[config.mk]
export PLATFORM = sky130hd
export DESIGN_NAME = mult_div_unit
export DESIGN_NICKNAME = d
export VERILOG_FILES = /design/src/rtl/mips_pkg.sv /design/src/rtl/muldiv_step.sv /design/src/rtl/mult_div_unit.sv
export SDC_FILE = /design/constraint.sdc
export NUM_CORES = 1
export LEC_CHECK = 0
export CELL_PAD_IN_SITES_DETAIL_PLACEMENT = 1
export CELL_PAD_IN_SITES_GLOBAL_PLACEMENT = 1
export CORE_ASPECT_RATIO = 1.1
export CORE_UTILIZATION = 41
export DETAILED_ROUTE_END_ITERATION = 8
export GPL_ROUTABILITY_DRIVEN = 0
export GPL_TIMING_DRIVEN = 0
export PLACE_DENSITY = 0.88
export SYNTH_ARGS = -nofsm -noshare
export SYNTH_HDL_FRONTEND = slang
export SYNTH_SLANG_ARGS = --single-unit
[constraint.sdc]
create_clock -name clock -period 3.5 [get_ports clock]
set_clock_uncertainty 0.1 [all_clocks]
set_input_delay 1.05 -clock clock [delete_from_list [all_inputs] [get_ports clock]]
set_output_delay 1.05 -clock clock [all_outputs]
set_load 0.02 [all_outputs]
[src/rtl/mips_pkg.sv]
// Shared constants for the MULT/DIV unit: default datapath width, op codes, FSM states.
package mips_pkg;

  localparam int unsigned DEFAULT_WIDTH = 32;

  typedef enum logic [1:0] {
    OP_MULT  = 2'b00,
    OP_MULTU = 2'b01,
    OP_DIV   = 2'b10,
    OP_DIVU  = 2'b11
  } op_e;

  typedef enum logic [1:0] {
    S_IDLE,
    S_MUL,
    S_DIV,
    S_FIX
  } state_e;

endpackage

[src/rtl/muldiv_step.sv]
// One combinational iteration: shift-add multiply or restoring divide.
// Divide path only exists when MULDIV_DIV_EN is defined.
module muldiv_step
  import mips_pkg::*;
#(
  parameter int unsigned WIDTH = DEFAULT_WIDTH
) (
  input  logic             div_mode,
  input  logic [WIDTH-1:0] acc,
  input  logic [WIDTH-1:0] mq,
  input  logic [WIDTH-1:0] operand,
  output logic [WIDTH-1:0] acc_next,
  output logic [WIDTH-1:0] mq_next
);

  logic [WIDTH:0] sum;
`ifdef MULDIV_DIV_EN
  logic [WIDTH:0] shifted;
  logic [WIDTH:0] diff;
`else
  logic unused_div_mode;
  assign unused_div_mode = div_mode;
`endif

  always_comb begin
    // {acc,mq} holds the partial product; low bit of mq selects the add
    sum      = {1'b0, acc} + (mq[0] ? {1'b0, operand} : '0);
    acc_next = sum[WIDTH:1];
    mq_next  = {sum[0], mq[WIDTH-1:1]};
`ifdef MULDIV_DIV_EN
    // acc is the partial remainder, mq shifts dividend bits out and quotient bits in
    shifted = {acc, mq[WIDTH-1]};
    diff    = shifted - {1'b0, operand};
    if (div_mode) begin
      if (!diff[WIDTH]) begin
        acc_next = diff[WIDTH-1:0];
        mq_next  = {mq[WIDTH-2:0], 1'b1};
      end else begin
        acc_next = shifted[WIDTH-1:0];
        mq_next  = {mq[WIDTH-2:0], 1'b0};
      end
    end
`endif
  end

endmodule

[src/rtl/mult_div_unit.sv]
// Iterative MULT/MULTU/DIV/DIVU unit with HI/LO registers, 1 bit per cycle.
// Divider enabled by defining MULDIV_DIV_EN; otherwise DIV/DIVU complete as no-ops.
module mult_div_unit
  import mips_pkg::*;
#(
  parameter int unsigned WIDTH = DEFAULT_WIDTH
) (
  input  logic             clock,
  input  logic             reset,
  input  logic             start,
  input  logic [1:0]       op,
  input  logic [WIDTH-1:0] operand_a,
  input  logic [WIDTH-1:0] operand_b,
  input  logic             mthi_we,
  input  logic             mtlo_we,
  input  logic [WIDTH-1:0] mt_data,
  output logic [WIDTH-1:0] hi_out,
  output logic [WIDTH-1:0] lo_out,
  output logic             busy,
  output logic             done
);

  localparam int unsigned IW = $clog2(WIDTH);
`ifdef MULDIV_DIV_EN
  localparam bit DIV_EN = 1'b1;
`else
  localparam bit DIV_EN = 1'b0;
`endif

  state_e           state;
  logic [IW-1:0]    iter;
  logic [WIDTH-1:0] acc;
  logic [WIDTH-1:0] mq;
  logic [WIDTH-1:0] opnd;
  logic             is_div;
  logic             neg_res;
  logic             neg_rem;
  logic [WIDTH-1:0] acc_next;
  logic [WIDTH-1:0] mq_next;

  logic             signed_op;
  logic             div_op;
  logic             a_neg;
  logic             b_neg;
  logic [WIDTH-1:0] a_mag;
  logic [WIDTH-1:0] b_mag;

  always_comb begin
    signed_op = (op_e'(op) == OP_MULT) || (op_e'(op) == OP_DIV);
    div_op    = (op_e'(op) == OP_DIV)  || (op_e'(op) == OP_DIVU);
    a_neg     = signed_op && operand_a[WIDTH-1];
    b_neg     = signed_op && operand_b[WIDTH-1];
    a_mag     = a_neg ? -operand_a : operand_a;
    b_mag     = b_neg ? -operand_b : operand_b;
  end

  assign busy = (state != S_IDLE);

  muldiv_step #(.WIDTH(WIDTH)) u_step (
    .div_mode (state == S_DIV),
    .acc      (acc),
    .mq       (mq),
    .operand  (opnd),
    .acc_next (acc_next),
    .mq_next  (mq_next)
  );

  always_ff @(posedge clock or negedge reset) begin
    if (!reset) begin
      state   <= S_IDLE;
      iter    <= '0;
      acc     <= '0;
      mq      <= '0;
      opnd    <= '0;
      is_div  <= 1'b0;
      neg_res <= 1'b0;
      neg_rem <= 1'b0;
      hi_out  <= '0;
      lo_out  <= '0;
      done    <= 1'b0;
    end else begin
      done <= 1'b0;
      case (state)
        S_IDLE: begin
          if (mthi_we) hi_out <= mt_data;
          if (mtlo_we) lo_out <= mt_data;
          if (start) begin
            iter    <= IW'(WIDTH - 1);
            acc     <= '0;
            mq      <= a_mag;
            opnd    <= b_mag;
            is_div  <= div_op;
            // divide by zero keeps the all-ones quotient unnegated
            neg_res <= (a_neg ^ b_neg) && (!div_op || (operand_b != '0));
            neg_rem <= a_neg;
            state   <= div_op ? S_DIV : S_MUL;
          end
        end
        S_MUL, S_DIV: begin
          acc  <= acc_next;
          mq   <= mq_next;
          iter <= iter - IW'(1);
          if ((iter == '0) || (state == S_DIV && !DIV_EN)) state <= S_FIX;
        end
        S_FIX: begin
          if (!is_div) begin
            {hi_out, lo_out} <= neg_res ? -{acc, mq} : {acc, mq};
          end else if (DIV_EN) begin
            lo_out <= neg_res ? -mq : mq;
            hi_out <= neg_rem ? -acc : acc;
          end
          done  <= 1'b1;
          state <= S_IDLE;
        end
        default: state <= S_IDLE;
      endcase
    end
  end

endmodule
==> flow_metrics.env <==
export IMPL_hold_class="flip-flop to flip-flop"
export IMPL_die_area_um2=29400
export IMPL_critical_path_max_stage_delay_ps=590
export IMPL_drt_initial_violations=1016
export IMPL_power_density_nw_per_um2=1010
export IMPL_h_tree_depth=4
export IMPL_route_met3_wl_um=2780
export IMPL_tightestPinTransition_ps=848
export IMPL_dr_pass1_iters=5
export IMPL_status="finished clean"
export IMPL_fin_cells=1986
export IMPL_remaining_drc_errors=0
export IMPL_grt_ovfl_total=0
export IMPL_via_count=12300
export IMPL_crit_path_end_kind="flip-flop"
export IMPL_final_setup_viol_count=0
export IMPL_tritoncts="done"
export IMPL_clk_root_buffer_cell="sky130_fd_sc_hd__clkbuf_16"
export IMPL_synth_enable_flop_cells=0
export IMPL_ios=169
export IMPL_worstPathCellList="or4_4 -> or4_4 -> or4_4 -> or3_1 -> o31ai_2 -> xor2_1 -> a21oi_1"
export IMPL_hold_worst_slack_ps=378
export IMPL_place_area_um2=14000
export IMPL_critPathKind="flip-flop to flip-flop"
export IMPL_report_final_hold_viol_count=0
export IMPL_post_route_cells_drive_above_1_share_pct=5.67
export IMPL_area_of_the_core_region_um2=28000
export IMPL_synthesis_area_per_instance_um2=8.33
export IMPL_final_min_clock_period_ps=3430
export IMPL_dp_slack_ps=-912
export IMPL_area_growth_pct=26.0
export IMPL_grt_antenna_before_repair=0
export IMPL_final_core_util_pct=53.0
export IMPL_peakVddDrop_uv=514
export IMPL_ctsLongestPathBuffers=2
export IMPL_cp_start_kind="flip-flop"
export IMPL_layout_cell_area_non_filler_um2=14900
export IMPL_nNetsFinal=1754
export IMPL_yosys_warnings=0
export IMPL_floorplan_die_width_um=164
export IMPL_grt_max_degree=103
export IMPL_grt_pass1_vias=12700
export IMPL_fmaxAchievable_mhz=292
export IMPL_synth_cell_types=62
export IMPL_track_usage_pct=30.6
export IMPL_p_leak_nw=6.05
export IMPL_post_synth_inst_count=1414
export IMPL_routedLengthMet1_um=18100
export IMPL_std_cell_rows=64
export IMPL_post_route_period_util_pct=97.9
export IMPL_post_drt_wl_per_cell_um=22.7
export IMPL_slew_viol_final=0
export IMPL_fp_dieH_um=180
export IMPL_cp_required_ps=3710
export IMPL_io_buffer_count=168
export IMPL_crit_path_top_delay_cell="sky130_fd_sc_hd__or4_4"
export IMPL_worstSkewPairLatency_ps=450
export IMPL_timing_slew_headroom_pct=43.1
export IMPL_post_place_cells=1946
export IMPL_numClockSinks=170
export IMPL_synth_ff_type="sky130_fd_sc_hd__dfrtp_1"
export IMPL_numCtsBuffers=17
export IMPL_top_sig_layer="met4"
export IMPL_cap_viol_max_count=0
export IMPL_worstPathMaxFanout=5
export IMPL_seq_area_frac_synth_pct=36.1
export IMPL_crit_top_cell="sky130_fd_sc_hd__or4_4"
export IMPL_mappedNetlistNets=1558
export IMPL_timing_critical_path_arrival_ps=3640
export IMPL_finalWirelength_um=45100
export IMPL_holdBufCountCts=0
export IMPL_met2_length_um=22000
export IMPL_floorplan_initialDensity_pct=42.0
export IMPL_reg_clk_slew_reported_paths_ps=70
export IMPL_mappedNetlistArea_um2=11800
export IMPL_timing_final_ws_setup_ps=74.9
export IMPL_synth_ff_latch_count=170
export IMPL_avgViaCountPerCell=6.18
export IMPL_share_of_flip_flops_with_an_asynchronous_set_or_reset_pct=100
export IMPL_dp_hpwl_um=34600
export IMPL_grt_first_pass_wirelength_um=70600
export IMPL_antenna_cells=0
export IMPL_final_antenna_net_count=0
==> flip-flops by register name, summed over array words and instances (netlist names) <==
| signal | flops |
|---|---|
| lo_out | 32 |
| acc | 32 |
| iter | 5 |
| hi_out | 32 |
| is_div | 1 |
| state | 2 |
| done | 1 |
| opnd | 32 |
| neg_res | 1 |
| mq | 32 |
==> Yosys cell counts, drive strengths merged (5+ instances only) <==
master | n | area [um^2]
nor3b | 18 | 135
nor3 | 16 | 80.1
clkbuf | 75 | 282
buf | 9 | 33.8
o41ai | 17 | 156
o22ai | 7 | 43.8
xnor2 | 47 | 412
a221oi | 21 | 184
mux2i | 17 | 170
a21o | 37 | 278
or2 | 6 | 37.5
nor2 | 123 | 462
o21ai | 169 | 846
nand3 | 27 | 135
nand4 | 9 | 56.3
and4 | 5 | 43.8
nand2 | 155 | 582
a31oi | 11 | 68.8
ha | 40 | 500
o21bai | 5 | 37.5
dfrtp | 170 | 4250
o31ai | 28 | 210
a21oi | 89 | 445
inv | 23 | 86.3
xor2 | 93 | 815
or4 | 17 | 139
o21a | 6 | 45.0
nor2b | 6 | 37.5
a211oi | 31 | 233
and2 | 36 | 225
nand2b | 12 | 75.1
nor4 | 16 | 100
and3 | 10 | 62.6
or3 | 18 | 118
==> through the flow <==
stage          setup TNS, ps  power (mW)
6_report                   0        14.9
5_1_grt                -31.0        15.8
4_1_cts                    0        14.6
3_5_place_dp          -27230        12.6
3_3_place_gp         -980590        12.1
2_1_floorplan          -26.9        9.16
==> worst max-delay path: cells and delay by family (launching register included) <==
kind / cells / cell delay, ps
xor gates and xnor gates: 1 / 250
and+or+nand+nor: 4 / 2140
DFF: 1 / 450
AOI/OAI and AO/OA: 2 / 360
==> cells by family (layout without fill, tap and decap cells) <==
kind of cell / count (synthesis) / count (layout) / synth area share [%]
simple gates: 485 / 485 / 20.2
fa+ha+maj: 41 / 41 / 4.42
flops: 170 / 170 / 36.1
buf+inv: 108 / 317 / 3.44
mux: 18 / 18 / 1.54
compound gates: 452 / 452 / 23.9
xor+xnor: 140 / 140 / 10.4
==> power breakdown <==
group          switching (mW)  internal [mW]  total [mW]
sequential               1.04           2.95        3.99
combinational            5.82           3.25        9.06
clock                   0.933          0.938        1.87
total                    7.79           7.14        14.9
==> placed cells by master (no fill, tap or decap), types with 16 or more instances in the layout <==
master / count
sky130_fd_sc_hd__xnor2_1: 47
sky130_fd_sc_hd__dfrtp_1: 168
sky130_fd_sc_hd__mux2i_1: 17
sky130_fd_sc_hd__a221oi_1: 20
sky130_fd_sc_hd__clkbuf_1: 71
sky130_fd_sc_hd__o31ai_1: 26
sky130_fd_sc_hd__o21ai_0: 165
sky130_fd_sc_hd__a21o_1: 37
sky130_fd_sc_hd__a21oi_1: 88
sky130_fd_sc_hd__nand3_1: 26
sky130_fd_sc_hd__clkdlybuf4s50_1: 160
sky130_fd_sc_hd__ha_1: 38
sky130_fd_sc_hd__clkbuf_16: 17
sky130_fd_sc_hd__nor2_1: 123
sky130_fd_sc_hd__inv_1: 22
sky130_fd_sc_hd__a211oi_1: 31
sky130_fd_sc_hd__nor3b_1: 16
sky130_fd_sc_hd__and2_1: 36
sky130_fd_sc_hd__nand2_1: 155
sky130_fd_sc_hd__nor3_1: 16
sky130_fd_sc_hd__or3_1: 16
sky130_fd_sc_hd__xor2_1: 93
==> per-layer routing <==
metal | GRT usage, % | vias up
met5 | 0 | -
met4 | 15.7 | 0
li1 | - | 5511
met1 | 37.1 | 6115
met2 | 51.9 | 526
met3 | 4.71 | 127
==> layout make-up <==
cell class	instances	area (um^2)
multi-input combinational	1136	7380
tap	363	454
inverter	24	93.8
timing repair buffer	178	1790
clock inverter	15	131
sequential	170	4260
clock buffer	17	425
fill	3339	13200
buffer	83	315
==> repair_timing <==
item                                    4_1_cts  5_1_grt
buffers inserted                              2        7
gates cloned                                  0        0
gates resized for setup                      25       33
pin swaps                                     5       15
endpoints found under the hold margin         0        0
endpoints found under the setup margin       49       36
==> path summary, 6_finish.rpt <==
| kind | from | to | slack, ps | cells after the start |
|---|---|---|---|---|
| setup / recovery | acc[1]$_DFFE_PN0P_ | hi_out[30]$_DFFE_PN0P_ | 70 | 7 |
| hold / removal | opnd[7]$_DFFE_PN0P_ | opnd[7]$_DFFE_PN0P_ | 380 | 2 |
| setup reg to reg | acc[1]$_DFFE_PN0P_ | hi_out[30]$_DFFE_PN0P_ | 70 | 7 |
| hold reg to reg | opnd[7]$_DFFE_PN0P_ | opnd[7]$_DFFE_PN0P_ | 380 | 2 |
| max in group asynchronous | reset | mq[0]$_DFFE_PN0P_ | 1940 | 2 |
| min in group asynchronous | reset | mq[6]$_DFFE_PN0P_ | 430 | 1 |
No activity file was read; power rests on OpenSTA's default activity.
==> patch 1: new RTL, config.mk and constraints unchanged <==
Change the package constant `DEFAULT_WIDTH` from 32 to 16.
--- a/src/rtl/mips_pkg.sv
+++ b/src/rtl/mips_pkg.sv
@@ -1,7 +1,7 @@
 // Shared constants for the MULT/DIV unit: default datapath width, op codes, FSM states.
 package mips_pkg;
 
-  localparam int unsigned DEFAULT_WIDTH = 32;
+  localparam int unsigned DEFAULT_WIDTH = 16;
 
   typedef enum logic [1:0] {
     OP_MULT  = 2'b00,
Ports: changed (5 resized); port bits go from 169 to 89. The function was not compared with the original's and may differ.
==> patch 1 against the unedited design <==
Sequential power shrank 50%; synthesized area shrank 50%; power shrank 53%; die area shrank 50%; maximum frequency grew 7.0%; wire length shrank 59%; sequential cell count shrank 81; worst setup slack gained 0.22 ns; design area shrank 51%.
==> patch 1: results (changes against the unedited design) <==
synthMuxAreaShare_pct: 1.73  # +0.19 points
cpPeakStageDelay_ns: 0.67  # +0.08 ns
synthCells: 697  # -51%
insertion_delay_ns: 0.36  # -0.09 ns
dp_cells: 974  # -50%
nNetsFinal: 876  # -50%
maxSlewHeadroom_pct: 34.5  # -8.5 points
grt_pass1_vias: 5977  # -53%
clkbuf_count: 10  # -7
grt_max_degree: 63  # -39%
status: "completed"
cp_max_fo: 7  # +2
worstPathArrival_ns: 2.05  # -1.59 ns
synth_compound_area_share_pct: 22.6  # -1.3 points
cts.htree.levels: 3  # -1
buf_share_pct: 14.1  # -0.11 points
viasPerCell: 5.69  # -7.9%
clk_share_pct: 4.26  # +0.51 points
port_buffers: 88  # -48%
synthAdderAreaFrac_pct: 5.25  # +0.83 points
wl_met3_um: 645  # -77%
grtUsageTotal_pct: 26.1  # -4.4 points
wl_per_cell_um: 18.5  # -19%
buffers: 122  # -53%
inverters_excl_clock: 19  # -21%
ys_seq_area_share_pct: 38.0  # +1.9 points
ys_ff_latch: 89  # -48%
wl_met2_um: 9200  # -58%
==> patch 1: cell types whose count changed after synthesis, sizes merged, moves of 18 or more <==
cell	unedited run	this run
a211oi	31	12
a21o	37	12
a21oi	89	54
a221oi	21	3
and2	36	18
clkbuf	75	30
dfrtp	170	89
nand2	155	93
nand3	27	9
nor2	123	52
o21ai	169	93
xor2	93	28
==> patch 1: final timing paths <==
check                          from         end  slack (ns)
max                        state[0]        busy        0.30
min                        opnd[10]    opnd[10]        0.37
max reg2reg                   mq[0]     acc[15]        0.36
min reg2reg                opnd[10]    opnd[10]        0.37
max in group asynchronous     reset  hi_out[11]        2.15
min in group asynchronous     reset     iter[3]        0.51
==> patch 1: power by group through the flow <==
stage          clock, mW  combinational [mW]  sequential (mW)
3_3_place_gp           0                3.69             1.97
5_1_grt             1.07                4.44             2.07
2_1_floorplan          0                2.41             2.10
6_report            1.03                4.01             2.01
3_5_place_dp           0                3.96             2.02
4_1_cts             1.03                4.00             2.01
==> patch 2: new RTL, same settings <==
Without the edit above. Reset style: synchronous (`reset`), changed in one clocked block.
--- a/src/rtl/mult_div_unit.sv
+++ b/src/rtl/mult_div_unit.sv
@@ -65,7 +65,7 @@
     .mq_next  (mq_next)
   );
 
-  always_ff @(posedge clock or negedge reset) begin
+  always_ff @(posedge clock) begin
     if (!reset) begin
       state   <= S_IDLE;
       iter    <= '0;
Function: differs if reset is asserted again (counterexample within 4 cycles, from zero or initial values and one cycle with reset low); with reset held inactive, the same outputs for 4 cycles.
==> patch 2 against the unedited design <==
Design area decreased by 4.8%; synthesized area is 5.1% lower; critical path depth rose by 5; power decreased by 31%; wire length is 4.8% lower; maximum frequency about the same; worst setup slack improved by 0.0024 ns; global-route usage shrank 0.17 points; sequential cell count unchanged; final cell count up 2.8%; critical path type unchanged.
==> patch 2: results (changes against the unedited design) <==
nNetsFinal: 1816  # +3.5%
clkTransAtPathRegs_ns: 0.07  # about the same
port_buffers: 168  # unchanged
synthArstFlopShare_pct: 0  # -100 points
grt_first_pass_wirelength_um: 67200  # -4.8%
internal_power_mw: 5.62  # -21%
p_comb_share_pct: 50.1  # -11 points
grtUsageTotal_pct: 30.4  # -0.17 points
worstPathArrival_ns: 3.64  # about the same
place_ws_ns: -0.816  # +0.0958 ns
insertion_delay_ns: 0.46
grt_pass1_vias: 12196  # -4.0%
first_pass_iters: 5  # unchanged
tns_ns: 0  # unchanged
postRouteAntennaNets: 0  # unchanged
dr.first_iter.drc_count: 932  # -8.3%
cts_buffers: 17  # unchanged
yosys-top-cells-area: "dfxtp_1, xor2_1, a21oi_1"
synthCells: 1484  # +5.0%
drive_gt1_share_pct: 5.16  # -0.51 points
leakage_nw: 5.41  # -11%
yosysWarnings: 0  # unchanged
placed_area_um2: 13300  # -4.6%
cts_root_buf: "clkbuf_16"
dp_hpwl_um: 33300  # -3.8%
peakVddDrop_mv: 0.377  # -27%
cts.htree.levels: 4  # unchanged
tightestPinTransition_ns: 0.810  # -0.0383 ns
grt_max_degree: 17  # -83%
cp_max_fo: 10  # +5
synth-main-ff-cell: "dfxtp_1"
status: "completed"
swShare_pct: 45.5  # -6.7 points
synth_cell_types: 72  # +16%
synthTopCellsByCount: "nor2_1, dfxtp_1, nand2_1, a21oi_1, o21ai_0"
insertedDiodeCount: 0  # unchanged
cpPeakStageDelay_ns: 0.41  # -0.18 ns
wl_per_cell_um: 21.0  # -7.4%
antenna_found_initial: 0  # unchanged
detail_route.wirelength_um: 43000  # -4.8%
synth_fp_nets: 1628  # +4.5%
max-clock-path-buffers: 2  # unchanged
dp_cells: 2009  # +3.2%
powerSeq_mw: 3.03  # -24%
ys_seq_area_share_pct: 30.4  # -5.7 points
holdBufCountCts: 0  # unchanged
hp-class: "reg -> reg"
viasPerCell: 5.93  # -4.0%
crit_slowest_cell: "dfxtp_4"
==> patch 2: cell count changes in the layout (fill, tap and decap cells not counted), sizes merged, moves of 16 or more <==
cell,unedited run,this run
o21ai,169,99
a221oi,21,3
a21oi,89,153
nor2,123,196
a21o,37,15
a211oi,31,84
nor3b,18,2
dfrtp,170,0
clkbuf,91,108
dfxtp,0,170
==> patch 2: logic make-up after synthesis <==
group | count (synthesis) | share of synthesized area [%]
buf+inv | 118 | 4.00
flops | 170 | 30.4
simple gates | 545 | 23.1
xor+xnor | 138 | 10.8
compound gates | 461 | 26.0
fa+ha+maj | 41 | 4.65
mux | 11 | 0.984
==> patch 2: cell type report <==
type	count	area (um2)
Buffer	93	357
Clock buffer	20	467
Clock inverter	12	185
Fill cell	3357	12700
Inverter	24	90.1
Multi-Input combinational cell	1196	7480
Sequential cell	170	3410
Tap cell	357	447
Timing Repair Buffer	170	1710
==> patch 2: worst paths after layout <==
check	start	to	slack, ns	depth (start not counted)
min reg2reg	opnd[0]	opnd[0]	0.36	2
max reg2reg	mq[0]	acc[29]	0.08	12
max	mq[0]	acc[29]	0.08	12
min	opnd[0]	opnd[0]	0.36	2
==> patch 2: layer usage <==
layer	GRT usage (%)	part of all wire, %	up-vias
met5	0	0	-
met4	10.1	2.6	0
met3	4.15	5.4	88
met2	53.0	49	455
met1	38.4	43	5895
li1	-	-	5680
==> patch 2: timing repair <==
item                                    in CTS  in global routing
gates cloned                                 0                  0
setup buffers                                1                  1
endpoints found under the setup margin      24                 31
pin swaps                                    1                  7
resized for setup                           23                 24
==> patch 2: critical path: cells and delay by family, from the launching register on <==
family / cells / cell delay (ns)
buf+inv: 1 / 0.18
mux: 1 / 0.21
simple gates: 3 / 0.73
flops: 1 / 0.41
fa+ha+maj: 1 / 0.38
compound gates: 6 / 1.28
